File: src/rtl/ifetch_pkg.sv
`default_nettype none
// ============================================================================
// Package  : ifetch_pkg
// Purpose  : Shared state encoding and constants for the instruction fetch unit.
// Revision : 1.0 - initial release
// ============================================================================
package ifetch_pkg;

  typedef enum logic [2:0] {
    IDLE   = 3'd0,
    REQ    = 3'd1,
    WAIT   = 3'd2,
    ISSUE  = 3'd3,
    INJECT = 3'd4,
    HALT   = 3'd5
  } ifetch_state_t;

  localparam logic [15:0] INSTR_END = 16'h0000;
  localparam int          PC_STEP   = 2;
  localparam int          BR_BIAS   = 4;

endpackage
`default_nettype wire

File: src/rtl/ifetch_perf_ctr.sv
`default_nettype none
// ============================================================================
// Module   : ifetch_perf_ctr
// Purpose  : Pair of saturating 32-bit event counters (accepted instructions,
//            fetch/stall cycles). Present only when IFETCH_PERF_EN is defined.
// Revision : 1.0 - initial release
// ============================================================================
`ifdef IFETCH_PERF_EN
module ifetch_perf_ctr
  import ifetch_pkg::*;
(
  input  logic        clk,
  input  logic        rst_n,
  input  logic        i_inc_instr,
  input  logic        i_inc_stall,
  output logic [31:0] o_perf_instr,
  output logic [31:0] o_perf_stall
);

  logic [31:0] r_instr_cnt;
  logic [31:0] r_stall_cnt;

  // Counters stick at all-ones instead of wrapping.
  always_ff @(posedge clk or negedge rst_n) begin
    if (!rst_n) begin
      r_instr_cnt <= '0;
      r_stall_cnt <= '0;
    end else begin
      if (i_inc_instr && (r_instr_cnt != '1)) begin
        r_instr_cnt <= r_instr_cnt + 32'd1;
      end
      if (i_inc_stall && (r_stall_cnt != '1)) begin
        r_stall_cnt <= r_stall_cnt + 32'd1;
      end
    end
  end

  assign o_perf_instr = r_instr_cnt;
  assign o_perf_stall = r_stall_cnt;

endmodule
`endif
`default_nettype wire

File: src/rtl/instr_fetch_unit.sv
`default_nettype none
// ============================================================================
// Module   : instr_fetch_unit
// Purpose  : Fetch stage ahead of controlunit: owns the PC, keeps one imem read
//            outstanding, issues instructions by handshake and applies branch,
//            self-instruct and end-program feedback. Optional IFETCH_PERF_EN.
// Revision : 1.0 - initial release
// ============================================================================
module instr_fetch_unit
  import ifetch_pkg::*;
#(
  parameter int                ADDR_W   = 16,
  parameter logic [ADDR_W-1:0] RESET_PC = '0,
  parameter int                MAX_WAIT = 255
) (
  input  logic              clk_i,
  input  logic              rst_n_i,
  input  logic              start_i,
  output logic              imem_req_o,
  output logic [ADDR_W-1:0] imem_addr_o,
  input  logic              imem_rvalid_i,
  input  logic [15:0]       imem_rdata_i,
  output logic [15:0]       instr_o,
  output logic              instr_valid_o,
  output logic [ADDR_W-1:0] pc_o,
  input  logic              stall_i,
  input  logic              branch_i,
  input  logic [10:0]       branch_off_i,
  input  logic              self_instr_en_i,
  input  logic [15:0]       self_instr_i,
  input  logic              end_program_i,
  output logic              halted_o,
  output logic              fetch_err_o
`ifdef IFETCH_PERF_EN
  ,
  output logic [31:0]       perf_instr_o,
  output logic [31:0]       perf_stall_o
`endif
);

  localparam int CNT_W = $clog2(MAX_WAIT + 1);

  ifetch_state_t     r_state;
  ifetch_state_t     w_state_nxt;
  logic [ADDR_W-1:0] r_pc;
  logic [ADDR_W-1:0] w_pc_nxt;
  logic [15:0]       r_instr;
  logic [15:0]       w_instr_nxt;
  logic [CNT_W-1:0]  r_cnt;
  logic [CNT_W-1:0]  w_cnt_nxt;
  logic              r_err;
  logic              w_err_nxt;

  logic [ADDR_W-1:0] w_br_off;
  logic [ADDR_W-1:0] w_br_target;
  logic              w_accept;

  // Halfword offset, sign-extended and scaled to bytes; target forced even.
  assign w_br_off    = {{(ADDR_W-12){branch_off_i[10]}}, branch_off_i, 1'b0};
  assign w_br_target = (r_pc + ADDR_W'(BR_BIAS) + w_br_off) & ~ADDR_W'(1);

  assign instr_valid_o = (r_state == ISSUE) || (r_state == INJECT);
  assign w_accept      = instr_valid_o && !stall_i;
  assign imem_req_o    = (r_state == REQ);
  assign imem_addr_o   = r_pc;
  assign instr_o       = r_instr;
  assign pc_o          = r_pc;
  assign halted_o      = (r_state == HALT);
  assign fetch_err_o   = r_err;

  always_ff @(posedge clk_i or negedge rst_n_i) begin
    if (!rst_n_i) begin
      r_state <= IDLE;
      r_pc    <= RESET_PC;
      r_instr <= '0;
      r_cnt   <= '0;
      r_err   <= 1'b0;
    end else begin
      r_state <= w_state_nxt;
      r_pc    <= w_pc_nxt;
      r_instr <= w_instr_nxt;
      r_cnt   <= w_cnt_nxt;
      r_err   <= w_err_nxt;
    end
  end

  always_comb begin
    w_state_nxt = r_state;
    w_pc_nxt    = r_pc;
    w_instr_nxt = r_instr;
    w_cnt_nxt   = r_cnt;
    w_err_nxt   = r_err;
    case (r_state)
      IDLE: begin
        if (start_i) begin
          w_state_nxt = REQ;
        end
      end
      REQ: begin
        w_cnt_nxt   = '0;
        w_state_nxt = WAIT;
      end
      WAIT: begin
        if (imem_rvalid_i) begin
          w_instr_nxt = imem_rdata_i;
          w_state_nxt = ISSUE;
        end else if (r_cnt == CNT_W'(MAX_WAIT)) begin
          w_err_nxt   = 1'b1;
          w_state_nxt = HALT;
        end else begin
          w_cnt_nxt = r_cnt + CNT_W'(1);
        end
      end
      ISSUE, INJECT: begin
        // An injected instruction keeps its originator's PC, so the
        // sequential step after it completes the originator.
        if (w_accept) begin
          if (end_program_i || (r_instr == INSTR_END)) begin
            w_state_nxt = HALT;
          end else if (branch_i) begin
            w_pc_nxt    = w_br_target;
            w_state_nxt = REQ;
          end else if (self_instr_en_i) begin
            w_instr_nxt = self_instr_i;
            w_state_nxt = INJECT;
          end else begin
            w_pc_nxt    = r_pc + ADDR_W'(PC_STEP);
            w_state_nxt = REQ;
          end
        end
      end
      HALT: begin
        w_state_nxt = HALT;
      end
      default: begin
        w_state_nxt = IDLE;
      end
    endcase
  end

`ifdef IFETCH_PERF_EN
  logic w_perf_stall_inc;

  assign w_perf_stall_inc = (r_state == REQ) || (r_state == WAIT) || (instr_valid_o && stall_i);

  ifetch_perf_ctr u_perf (
    .clk          (clk_i),
    .rst_n        (rst_n_i),
    .i_inc_instr  (w_accept),
    .i_inc_stall  (w_perf_stall_inc),
    .o_perf_instr (perf_instr_o),
    .o_perf_stall (perf_stall_o)
  );
`endif

endmodule
`default_nettype wire
File: config.mk
export PLATFORM = sky130hd
export DESIGN_NAME = instr_fetch_unit
export DESIGN_NICKNAME = d
export VERILOG_FILES = /design/src/rtl/ifetch_pkg.sv /design/src/rtl/ifetch_perf_ctr.sv /design/src/rtl/instr_fetch_unit.sv
export SDC_FILE = /design/constraint.sdc
export NUM_CORES = 1
export LEC_CHECK = 0
export BUFFER_PORTS_ARGS = -buffer_cell sky130_fd_sc_hd__buf_4
export CORE_AREA = 2 2 86 88
export CTS_CLUSTER_DIAMETER = 40
export DETAILED_ROUTE_END_ITERATION = 16
export DIE_AREA = 0 0 88 90
export PLACE_DENSITY_LB_ADDON = 0.2
export RECOVER_POWER = 100
export SYNTH_ARGS = -nofsm -noshare
export SYNTH_HDL_FRONTEND = slang
export SYNTH_SLANG_ARGS = --single-unit
export TNS_END_PERCENT = 50
File: constraint.sdc
create_clock -name clk_i -period 3.8 [get_ports clk_i]
set_clock_uncertainty 0.15 [all_clocks]
set_input_delay 0.76 -clock clk_i [delete_from_list [all_inputs] [get_ports clk_i]]
set_output_delay 0.76 -clock clk_i [all_outputs]
set_load 0.02 [all_outputs]
Word level (Yosys, flattened, before mapping)
Index checks and enable logic that the tools add are counted.
W data, S select, Z words.
{ "word_totals": {"register_bits": 44, "latchBits": 0, "ram_bits": 0, "romBits": 0, "in_bits": 51, "out_inout_bits": 52, "wordCells": 60, "memories": 0} }
{ "classes": {"addsub": 4, "multipliers": 0, "div": 0, "magnitude_cmp": 0, "n_eq_ne": 16, "shifts": 0, "muxes": 19, "bitwise": 2, "reduce_logical": 14} }
{ "op_table": {"columns": ["op", "count"], "rows": [
  ["$mux W16", 7],
  ["$pmux W16 S2", 1],
  ["$mux W3", 7],
  ["$ne A2 B2 Y1 const B", 9],
  ["$add A16 B16 Y16", 1],
  ["$add A16 B2 Y16 const B", 1],
  ["$add A16 B3 Y16 const B", 1],
  ["$logic_not A16 Y1", 1],
  ["$mux W8", 2],
  ["$pmux W8 S2", 1],
  ["$pmux W3 S5", 1],
  ["$reduce_and A3 Y1", 3],
  ["$add A8 B1 Y8 const B", 1],
  ["$eq A8 B8 Y1 const B", 1],
  ["$eq A3 B2 Y1 const B", 2],
  ["$eq A3 B3 Y1 const B", 2],
  ["$reduce_and A6 Y1", 1],
  ["$reduce_and A4 Y1", 1],
  ["$reduce_bool A2 Y1", 2],
  ["$eq A3 B1 Y1 const B", 1],
  ["$logic_not A3 Y1", 1],
  ["$ne A3 B3 Y1 const B", 1],
  ["$logic_or A1 B1 Y1", 2],
  ["$not A1 Y1", 2],
  ["3 further kinds", 3]
]} }

Longest topological paths before layout
{ "logic_depth": {"word_depth": 5, "ltp_mapped": 12} }

Worst setup path before layout
Ideal clock, no wire load.
{ "synth_timing": {"path_kind": "input port to flip-flop", "start": "input branch_off_i[1]", "end": "register r_pc[14], in the netlist imem_addr_o[14]", "setup_ps": 104, "arrival_time_ps": 3144, "required_ps": 3546, "setup_slack_ps": 403, "stages": 12, "path_buffers": 0, "cell_sequence": "inv_1 -> ha_1 -> inv_1 -> ha_1 -> fa_1 -> a21o_1 -> a21oi_1 -> o21bai_1 -> o41ai_1 -> o21ai_0 -> xnor2_1 -> a221oi_1"} }
{ "synth_between": {"elab_chain_cells": 2} }
{ "synth_rtl": {"columns": ["element", "line_no", "source"], "rows": [
  ["start, declared", "instr_fetch_unit.sv:28", "input logic [10:0] branch_off_i,"],
  ["$add A16 B16 Y16", "instr_fetch_unit.sv:60", "assign w_br_target = (r_pc + ADDR_W'(BR_BIAS) + w_br_off) & ~ADDR_W'(1);"],
  ["$mux W16", "instr_fetch_unit.sv:120", "end else if (branch_i) begin"],
  ["end signal, assigned", "instr_fetch_unit.sv:80", "r_pc <= w_pc_nxt;"],
  ["end, declared", "instr_fetch_unit.sv:45", "logic [ADDR_W-1:0] r_pc;"]
]} }
Every way passes these cells.
A chain may end at the register's enable or synchronous reset.

Worst setup path in the final report
{ "layout_timing": {"start": "input branch_i", "end": "register r_pc[15], in the netlist imem_addr_o[15]"} }
{ "layout_between": {"elab_chain_cells": 2, "elab_cells_between_ends": 3, "cone_classes": "eq/ne (1); mux (1); reduce/logical (1)"} }
{ "layout_rtl": {"columns": ["element", "line_no", "source"], "rows": [
  ["start, declared", "instr_fetch_unit.sv:27", "input logic branch_i,"],
  ["$ne A2 B2 Y1 (no line)", null, null],
  ["$reduce_and A4 Y1 (no line)", null, null]
]} }
Parallel ways exist; a longest one is shown, timed or not.

==> insert_results.sql <==
INSERT INTO impl_metrics (metric_group, metric, value, unit) VALUES
('layout', 'flow.area_growth_from_synthesis', '16.68', '%'),
('cts', 'post_cts_hold_buffer_count', '0', ''),
('setup_path', 'cp_num_buf_inv', '2', ''),
('pwr', 'power.ir.vdd_worst', '0.2329', 'mV'),
('setup_path', 'timing.critical_path.cells', 'clkbuf_1, inv_1, nand2_1, nand4b_1, or4_1, mux2_2, nand3_1', ''),
('pwr', 'switching_power', '0.001086', 'W'),
('job', 'drv.max_cap_violation_count', '1', ''),
('pwr', 'power_frac_comb', '50.0', '%'),
('pwr', 'power_frac_clock', '17.7', '%'),
('sta', 'maxSlewViolCount', '44', ''),
('setup_path', 'crit_slowest_cell', 'or4_1', ''),
('global_routing', 'grt_usage', '20.22', '%'),
('layout', 'nNetsFinal', '555', ''),
('pwr', 'seqPwrFrac', '32.3', '%'),
('setup_path', 'worstSetupEndpointType', 'register', ''),
('cts', 'postCtsResizedCells', '0', ''),
('layout', 'final-seq-area', '1076', 'µm²'),
('sta', 'slew_headroom', '-57.74', '%'),
('layout', 'post_route_cells_drive_above_1_share', '14.95', '%'),
('place', 'gpl.final_weighted_congestion', '0.8454', ''),
('sta', 'rsz_0062_raised_after_global_routing', 'false', ''),
('sta', 'fin_hold_ws', '311.5', 'ps'),
('setup_path', 'arrival_time_of_the_worst_setup_path', '3480', 'ps'),
('floorplan', 'floorplan.core_area', '7020', 'µm²'),
('setup_path', 'worstPathMaxFanout', '18', ''),
('hold_path', 'hold_class', 'reg2reg', ''),
('floorplan', 'io_pins', '103', ''),
('detailed_routing', 'routed-via-count', '3098', ''),
('synth', 'mappedNetlistArea', '3406', 'µm²'),
('synth', 'async_sr_flop_fraction', '100.0', '%'),
('layout', 'post_layout_nonfiller_instances', '574', ''),
('sta', 'final_hold_viol_count', '0', ''),
('sta', 'fmax', '294.1', 'MHz'),
('floorplan', 'rows', '31', ''),
('detailed_routing', 'drt-wirelength-per-cell', '13.93', 'µm'),
('cts', 'h-tree-depth', '2', ''),
('cts', 'cts_max_path_buffers', '2', ''),
('cts', 'worst_skew_pair.late_latency', '290', 'ps'),
('setup_path', 'timing_worst_setup_path_type', 'in2reg', ''),
('place', 'place.detailed.hpwl', '6095', 'µm'),
('layout', 'number_of_diodes_added_for_antenna_fixing', '0', ''),
('setup_path', 'critical-path-max-stage-delay', '660', 'ps'),
('status', 'violations', 'capacitance limit, slew limit', ''),
('sta', 'fin_tns_setup', '0', 'ps'),
('detailed_routing', 'final_antenna_net_count', '0', ''),
('place', 'placedCellCount', '566', ''),
('detailed_routing', 'dr.pass1.iters', '4', ''),
('detailed_routing', 'drt-vias-per-instance', '5.397', ''),
('sta', 'worst_slew_pin_slew', '2366', 'ps'),
('synth', 'synth_enable_flop_cells', '0', ''),
('place', 'pre_cts_ws', '268.7', 'ps'),
('cts', 'ctsRootBufferMaster', 'clkbuf_8', ''),
('floorplan', 'die_x', '88', 'µm'),
('detailed_routing', 'initialDrtViolationCount', '106', ''),
('pwr', 'cellLeakagePower', '1.839', 'nW'),
('sta', 'post-route-min-period', '3400', 'ps'),
('setup_path', 'critPathRequiredTime', '3880', 'ps'),
('place', 'io_buffers', '100', ''),
('floorplan', 'starting_density', '48.51', '%'),
('layout', 'finish.utilization', '56.60', '%'),
('cts', 'cts_sinks', '43', ''),
('layout', 'multi_input_comb_area', '2021', 'µm²'),
('cts', 'cts_tree', 'built', ''),
('synth', 'postSynthCellCount', '395', ''),
('synth', 'yosysWarnings', '0', ''),
('detailed_routing', 'drt_drc_violations_left', '0', ''),
('cts', 'cts_inserted_buffers', '5', ''),
('synth', 'synth_area_per_cell', '8.622', 'µm²'),
('floorplan', 'die_h', '90', 'µm'),
('setup_path', 'cp_top_family', 'simple AND/OR/NAND/NOR gates', ''),
('status', 'outcome', 'finished with violations', '');
## cells in the final DEF (no fill, tap or decap), types with 3 or more instances in the layout
cell type  count
buf_4         50
a21o_1         5
a21oi_1       31
xor2_1         9
o21ai_0       15
a31oi_1        5
inv_1         10
mux2_1         9
xnor2_1        6
mux2_2         8
nand3_1       11
o22ai_1        9
clkbuf_8       5
nor2_1        28
dfrtp_1       43
nand3b_1       3
nand2_1       70
o21a_1         4
nand4_1        7
or3_1          3
or4_1          3
o21bai_1       3
clkbuf_1      53
nor4_1         5
and3_1         6
ha_1          29
nor3_1         8
## power by group through the flow
stage                     logic [W]  registers, W  clock network [W]
final                       0.00121      0.000779           0.000426
after detailed placement    0.00141      0.000793                  0
after global placement      0.00139      0.000784                  0
after CTS                   0.00141      0.000783           0.000435
after global routing        0.00135      0.000805           0.000452
after floorplan            0.000908      0.000870                  0
## final cells by class
type,instances,share of cell area (%)
Inverter,11,1.071
Timing Repair Buffer,103,14.45
Clock buffer,5,1.732
Multi-Input combinational cell,310,50.85
Tap cell,99,3.117
Sequential cell,43,27.08
Clock inverter,3,1.700
## registers in the layout (all words and copies together) (netlist names)
name	flops
fetch_err_o	1
imem_addr_o	15
instr_o	16
r_cnt	8
r_state	3
## Yosys cell counts (8+ instances only)
cell type / n / area share [%]
a21oi_1: 31 / 4.6
inv_1: 10 / 1.1
ha_1: 29 / 11
nand3_1: 11 / 1.6
mux2_2: 8 / 2.6
o22ai_1: 9 / 1.7
nor2_1: 28 / 3.1
nand2_1: 70 / 7.7
mux2_4: 10 / 4.4
buf_4: 18 / 4.0
dfrtp_1: 43 / 32
o21ai_0: 15 / 2.2
xor2_1: 9 / 2.3
## per-layer routing
metal,routed length [µm],GRT usage [%],vias to the layer above,share of wire [%]
met5,0,0,-,0
met4,72,5.128,0,0.90
met3,373,2.204,6,4.7
met2,3945,34.91,84,49
met1,3606,26.65,1453,45
li1,-,-,1555,-
## cells by family (layout without fill, tap and decap cells)
logic type	count (synthesis)	in the layout	synth area share, %
XOR/XNOR	15	15	3.858
buffers and inverters	43	122	7.604
adder cells (fa/ha/maj)	30	30	11.24
flip-flops	43	43	31.59
other	1	2	0.1101
AO/OA/AOI/OAI	87	87	15.91
AND/OR/NAND/NOR	157	157	22.34
multiplexers	19	19	7.348
## worst paths after layout
kind,start,endpoint,slack [ps],depth (start not counted)
max,branch_i,imem_addr_o[15],400,7
min,fetch_err_o,fetch_err_o,310,1
max reg2reg,imem_addr_o[2],imem_addr_o[14],590,12
min reg2reg,fetch_err_o,fetch_err_o,310,1
max in group asynchronous,rst_n_i,instr_o[3],1130,1
min in group asynchronous,rst_n_i,r_cnt[1],1030,1
## metrics by stage
| step | cell area [µm²] | power, W |
|---|---|---|
| final | 3974 | 0.002411 |
| after global routing | 3974 | 0.002602 |
| after CTS | 4232 | 0.002631 |
| after detailed placement | 4095 | 0.002199 |
| after global placement | 4095 | 0.002170 |
| after floorplan | 3410 | 0.001778 |
(Power assumes the default switching activity.)
